## config.mk

```make
export PLATFORM = sky130hd
export DESIGN_NAME = fetch_pc_sequencer_flat
export DESIGN_NICKNAME = d
export VERILOG_FILES = /design/src/rtl/fetch_pc_sequencer_if.sv /design/src/rtl/fetch_pc_sequencer.sv /design/src/flat_wrapper.sv
export SDC_FILE = /design/constraint.sdc
export NUM_CORES = 1
export LEC_CHECK = 0
export ABC_AREA = 1
export CORE_UTILIZATION = 30
export CTS_BUF_LIST = sky130_fd_sc_hd__clkbuf_8
export DETAILED_ROUTE_END_ITERATION = 10
export MAX_ROUTING_LAYER = met4
export SLEW_MARGIN = 5
export SYNTH_ARGS = -nofsm -noshare
export SYNTH_HDL_FRONTEND = slang
export SYNTH_SLANG_ARGS = --single-unit
```

## constraint.sdc

```tcl
create_clock -name clk -period 2.3 [get_ports clk]
set_input_delay 0.345 -clock clk [delete_from_list [all_inputs] [get_ports clk]]
set_output_delay 0.345 -clock clk [all_outputs]
set_load 0.02 [all_outputs]
```

## src/rtl/fetch_pc_sequencer_if.sv

```systemverilog
// Instruction-memory request/acknowledge channel between the fetch sequencer and IMEM.
interface fetch_pc_sequencer_if #(
  parameter int unsigned WordSize = 32
);
  logic                imem_req;
  logic [WordSize-1:0] imem_addr;
  logic                imem_ack;
  logic [WordSize-1:0] imem_rdata;

  modport master (output imem_req, imem_addr, input imem_ack, imem_rdata);
  modport slave  (input imem_req, imem_addr, output imem_ack, imem_rdata);
endinterface

```

## src/rtl/fetch_pc_sequencer.sv

```systemverilog
// Fetch PC owner: issues IMEM requests, applies taken-branch redirects and drains
// wrong-path requests before resuming at the target; misaligned targets halt fetch.
module fetch_pc_sequencer #(
  parameter int unsigned          WordSize   = 32,
  parameter logic [WordSize-1:0]  ResetVec   = '0,
  parameter int unsigned          InstrBytes = 4
) (
  input  logic                clk,
  input  logic                rst,
  fetch_pc_sequencer_if.master imem,
  input  logic                ex_valid,
  input  logic                branch_taken,
  input  logic [WordSize-1:0] branch_addr,
  input  logic                stall,
  output logic                if_valid,
  output logic [WordSize-1:0] if_instr,
  output logic [WordSize-1:0] if_pc,
  output logic                flush,
  output logic                misalign
);

  typedef enum logic [1:0] {IDLE, FETCH, DRAIN, HALT} state_t;

  state_t              state_q, state_d;
  logic [WordSize-1:0] pc_q, pc_d;
  logic [WordSize-1:0] held_addr_q;
  logic                outstanding_q;
  logic                req;
  logic                deliver;
  logic                redir;
  logic                target_ok;
  logic                waiting;

  assign redir     = ex_valid & branch_taken & (state_q != HALT);
  assign target_ok = (branch_addr[1:0] == 2'b00);
  assign flush     = redir;
  assign waiting   = req & ~imem.imem_ack;

  // A request already on the bus keeps its address even after pc has moved to a redirect target.
  assign imem.imem_addr = outstanding_q ? held_addr_q : pc_q;
  assign imem.imem_req  = req;

  always_comb begin
    state_d = state_q;
    pc_d    = pc_q;
    req     = 1'b0;
    deliver = 1'b0;
    unique case (state_q)
      IDLE: begin
        state_d = FETCH;
        if (redir) begin
          if (target_ok) pc_d = branch_addr;
          else           state_d = HALT;
        end
      end
      FETCH: begin
        req = outstanding_q | ~stall;
        if (redir) begin
          if (target_ok) begin
            pc_d = branch_addr;
            if (req & ~imem.imem_ack) state_d = DRAIN;
          end else begin
            state_d = HALT;
          end
        end else if (req & imem.imem_ack) begin
          pc_d    = pc_q + WordSize'(InstrBytes);
          deliver = 1'b1;
        end
      end
      DRAIN: begin
        req = 1'b1;
        if (redir & ~target_ok)  state_d = HALT;
        else if (imem.imem_ack)  state_d = FETCH;
        if (redir & target_ok)   pc_d = branch_addr;
      end
      HALT: begin
        req = outstanding_q;
      end
      default: begin
        state_d = IDLE;
      end
    endcase
  end

  always_ff @(posedge clk) begin
    if (rst) begin
      state_q       <= IDLE;
      pc_q          <= ResetVec;
      outstanding_q <= 1'b0;
      held_addr_q   <= '0;
      if_valid      <= 1'b0;
      if_instr      <= '0;
      if_pc         <= '0;
      misalign      <= 1'b0;
    end else begin
      state_q       <= state_d;
      pc_q          <= pc_d;
      outstanding_q <= waiting;
      if (waiting) held_addr_q <= imem.imem_addr;
      if_valid      <= deliver;
      if (deliver) begin
        if_instr <= imem.imem_rdata;
        if_pc    <= imem.imem_addr;
      end
      if (redir & ~target_ok) misalign <= 1'b1;
    end
  end

endmodule
```

## src/flat_wrapper.sv

```systemverilog
// flat-port wrapper written by rule: the top's interface ports become plain ports
module fetch_pc_sequencer_flat 
#(
  parameter int unsigned          WordSize   = 32,
  parameter logic [WordSize-1:0]  ResetVec   = '0,
  parameter int unsigned          InstrBytes = 4
)
  (clk, rst, ex_valid, branch_taken, branch_addr, stall, if_valid, if_instr, if_pc, flush, misalign, imem_imem_req, imem_imem_addr, imem_imem_ack, imem_imem_rdata);
  fetch_pc_sequencer_if #(.WordSize(WordSize)) imem_i ();
  input  logic clk;
  input  logic rst;
  input  logic ex_valid;
  input  logic branch_taken;
  input  logic [WordSize-1:0] branch_addr;
  input  logic stall;
  output logic if_valid;
  output logic [WordSize-1:0] if_instr;
  output logic [WordSize-1:0] if_pc;
  output logic flush;
  output logic misalign;
  output wire logic [$bits(imem_i.imem_req)-1:0] imem_imem_req;
  output wire logic [$bits(imem_i.imem_addr)-1:0] imem_imem_addr;
  input wire logic [$bits(imem_i.imem_ack)-1:0] imem_imem_ack;
  input wire logic [$bits(imem_i.imem_rdata)-1:0] imem_imem_rdata;
  assign imem_imem_req = imem_i.imem_req;
  assign imem_imem_addr = imem_i.imem_addr;
  assign imem_i.imem_ack = imem_imem_ack;
  assign imem_i.imem_rdata = imem_imem_rdata;
  fetch_pc_sequencer #(.WordSize(WordSize), .ResetVec(ResetVec), .InstrBytes(InstrBytes)) u_core (.clk(clk), .rst(rst), .imem(imem_i), .ex_valid(ex_valid), .branch_taken(branch_taken), .branch_addr(branch_addr), .stall(stall), .if_valid(if_valid), .if_instr(if_instr), .if_pc(if_pc), .flush(flush), .misalign(misalign));
endmodule
```

==> flow_summary_export.csv <==
group,metric,value,unit
run_status,status,"finished, final reports clean",
worst_setup_path,path_max_fanout,4,
sta,slew_viol_final,0,
global_routing,grt_util_all_layers,19.6,%
place,post-place-ws,0.0242,ns
route,drcViolationCount,0,
synthesis,synth_mux_area_share,0,%
synthesis,synth.distinct_cells,34,
worst_setup_path,cpPeakStageDelay,0.37,ns
sta,finalCritPeriodShare,94.9,%
floorplan,num_rows,54,
place,gpl.final_weighted_congestion,0.880,
floorplan,die_width,151,µm
synthesis,synthSimpleGateAreaFrac,28.6,%
finish,area_delta_synth_final,38.5,%
floorplan,die_y,151,µm
floorplan,start_util,30.6,%
clocking,cts_tree,"done",
floorplan,dieArea,0.0228,mm²
synthesis,synth_edf_count,0,
synthesis,ys_seq_area_share,40.0,%
worst_setup_path,crit_buf_inv,3,
worst_setup_path,cp_top_family,"buffers and inverters",
synthesis,ys_ff_latch,133,
global_routing,use_met1,26.6,%
synthesis,ys_async_sr_fraction,0,%
power,leakage,3.62,nW
sta,hold_ws,0.462,ns
power,total_power,9.89,mW
route,wirelength,21.7,mm
clocking,cts-root-buf,"clkbuf_8",
synthesis,synth_top_family_by_area,"simple AND/OR/NAND/NOR gates",
global_routing,grt.met2_usage,29.1,%
sta,max_slew.worst_pin.slew,0.514,ns
synthesis,synth_compound_area_share,21.2,%
finish,diodes,0,
finish,final_cell_area,0.00921,mm²
clocking,cts_made_buffers,17,
synthesis,avgSynthCellArea,6.69,µm²
synthesis,syn_nets,1071,
sta,setup_violations,0,
place,port_buffers,169,
worst_setup_path,worstSetupStartpoint,"u_core.state_q[0]",
place,dpl.hpwl,15.1,mm
sta,max_freq,0.458,GHz
finish,drive_gt1_share,8.60,%
synthesis,syn_inst,995,
sta,max_slew_margin,65.8,%
worst_setup_path,rr_startpoint,"u_core.state_q[1]",
worst_setup_path,crit_slowest_cell,"dfxtp_2",
synthesis,synth_warnings,0,
worst_setup_path,worstPathArrival,1.84,ns
sta,finalWorstSetupSlack,0.117,ns
synthesis,synthXorXnorAreaFrac,0,%
global_routing,antenna_found_initial,0,
route,num_vias,7085,
clocking,clockBufferDepth,2,
global_routing,grt_max_degree,95,
clocking,clkTransAtPathRegs,0.09,ns
route,via_per_inst,4.87,
global_routing,grt_overflow,0,
synthesis,synth_fa_ha_area_share,1.13,%
worst_setup_path,cp-start-kind,"register",
clocking,ctsHoldBuffers,0,
sta,fin_crit,2.18,ns
sta,rsz0062_at_grt,"no",
power,vdd_drop_max,0.494,mV
route,wire_per_inst,14.9,µm
clocking,insertion_delay,0.46,ns
sta,fin_skew,0.0172,ns
worst_hold_path,worstHoldStart,"u_core.held_addr_q[3]",
synthesis,synth_flop_cell,"dfxtp_1",
place,dp.cells,1422,
power,power_density,1070,mW/mm²
global_routing,grt_pass1_vias,6244,
clocking,htreeDepth,4,
place,dpl-instance-area,0.00878,mm²
floorplan,core,0.0218,mm²
route,final_antenna_net_count,0,
global_routing,grt-busiest-layer,"met2",
floorplan,ios,170,
route,drt-initial-drc-count,614,
global_routing,met3_usage,4.10,%
sta,hold_viol,0,
route,drt_first_pass_iters,5,
synthesis,syn_area,0.00665,mm²
worst_hold_path,hold_class,"register to register",
run,cap_viol_max_count,0,
global_routing,grt_pass1_wl,33.4,mm
worst_setup_path,critPathKind,"register to output port",
finish,stdcell_count,1455,
finish,nets,1238,
clocking,clock_sinks,133,
worst_setup_path,worstPathCellList,"inv_1, ha_1, a21oi_1, a21oi_2, buf_4, dlygate4sd2_1",
worst_setup_path,cp-end-kind,"output port",
worst_setup_path,crit_required,1.96,ns
## registers in the layout, indices dropped and copies added (netlist names)
signal                count
u_core.if_pc             32
u_core.misalign           1
u_core.outstanding_q      1
u_core.pc_q              32
u_core.if_instr          32
u_core.if_valid           1
u_core.state_q            2
u_core.held_addr_q       32
## power breakdown
part / total [mW] / switching, mW / internal [mW] / leakage [nW]
clock network: 2.15 / 1.05 / 1.10 / 0.214
registers: 3.11 / 0.381 / 2.73 / 1.08
logic: 4.63 / 2.91 / 1.72 / 2.32
total: 9.89 / 4.34 / 5.54 / 3.62
## area by class of cell
cell class | instances | area [µm²]
Inverter | 83 | 317
Sequential cell | 133 | 2670
Fill cell | 2282 | 12500
Clock inverter | 15 | 193
Clock buffer | 17 | 234
Tap cell | 280 | 350
Timing Repair Buffer | 206 | 2060
Multi-Input combinational cell | 721 | 3400
## synth_stat cells (13+ instances only)
| library cell | n | area share [%] |
|---|---|---|
| o22ai_1 | 15 | 1.4 |
| nand3_1 | 69 | 5.2 |
| a21oi_1 | 70 | 5.3 |
| inv_1 | 74 | 4.2 |
| o21ai_1 | 20 | 1.5 |
| nor2_1 | 184 | 10 |
| nand2_1 | 156 | 8.8 |
| buf_2 | 16 | 1.2 |
| dfxtp_1 | 133 | 40 |
| o21ai_0 | 143 | 11 |
| clkbuf_1 | 32 | 1.8 |
| nor3_1 | 13 | 0.98 |
## cells in the final DEF, fill, tap and decap left out, types with 2 or more instances in the layout
cell type,Yosys,final
clkbuf_8,0,17
nand3_1,69,69
buf_12,0,8
o211ai_1,6,6
nor2_2,5,5
o21ai_0,143,124
o22ai_1,15,15
ha_1,6,6
nand2_1,156,156
a31oi_1,6,6
inv_6,0,5
nand2_2,4,4
nand4_1,8,8
nand3_2,2,2
nor2_1,184,184
nor2_8,2,2
o21ai_1,20,38
a21oi_1,70,70
clkdlybuf4s50_1,0,135
dlygate4sd2_1,0,26
inv_4,2,2
o2111ai_1,4,4
clkinv_4,0,4
dlymetal6s2s_1,0,8
dfxtp_2,0,2
o21ai_2,1,2
buf_4,5,29
inv_2,7,8
nor3_1,13,13
inv_1,74,73
bufinv_16,0,3
dfxtp_1,133,131
## worst reg2reg max path, stage by stage, from the launching register on
cell and delay, ns:
dfxtp_1 0.39, inv_1 0.10, ha_1 0.19, buf_4 0.14, inv_2 0.13, nor2_8 0.08, inv_4 0.11, nor2_4 0.06
nor2_8 0.13, buf_4 0.22, inv_2 0.09, o21ai_1 0.12, inv_1 0.05, a21oi_1 0.11
## timing repair
item | 4_1_cts | 5_1_grt
endpoints found under the setup margin | 34 | 9
buffers inserted | 0 | 1
pin swaps | 0 | 1
gates resized for setup | 41 | 15
## kinds of logic after synthesis
logic type / after synthesis
simple gates: 448
compound gates: 267
buf+inv: 141
fa+ha+maj: 6
flops: 133
## through the flow
step / setup TNS [ns] / util, %
finish: 0 / 42.3
CTS: -0.900 / 42.2
global route: 0 / 42.3
floorplan: 0 / -
global placement: 0 / 40.4
detailed placement: 0 / 40.4
## metal layers
metal / vias to the layer above / part of all wire, % / wire length (µm)
li1: 3629 / - / -
met3: 19 / 7.7 / 1670
met2: 234 / 44 / 9540
met1: 3203 / 47 / 10200
met4: 0 / 1.1 / 233
met5: - / 0 / 0
## path summary, 6_finish.rpt
kind,to,slack (ns),cells past startpoint
worst min-delay path,u_core.held_addr_q[3],0.46,2
worst max-delay path,imem_imem_req,0.12,6
worst min register to register,u_core.held_addr_q[3],0.46,2
worst max register to register,u_core.pc_q[6],0.32,13
No activity file was read; power rests on OpenSTA's default activity.
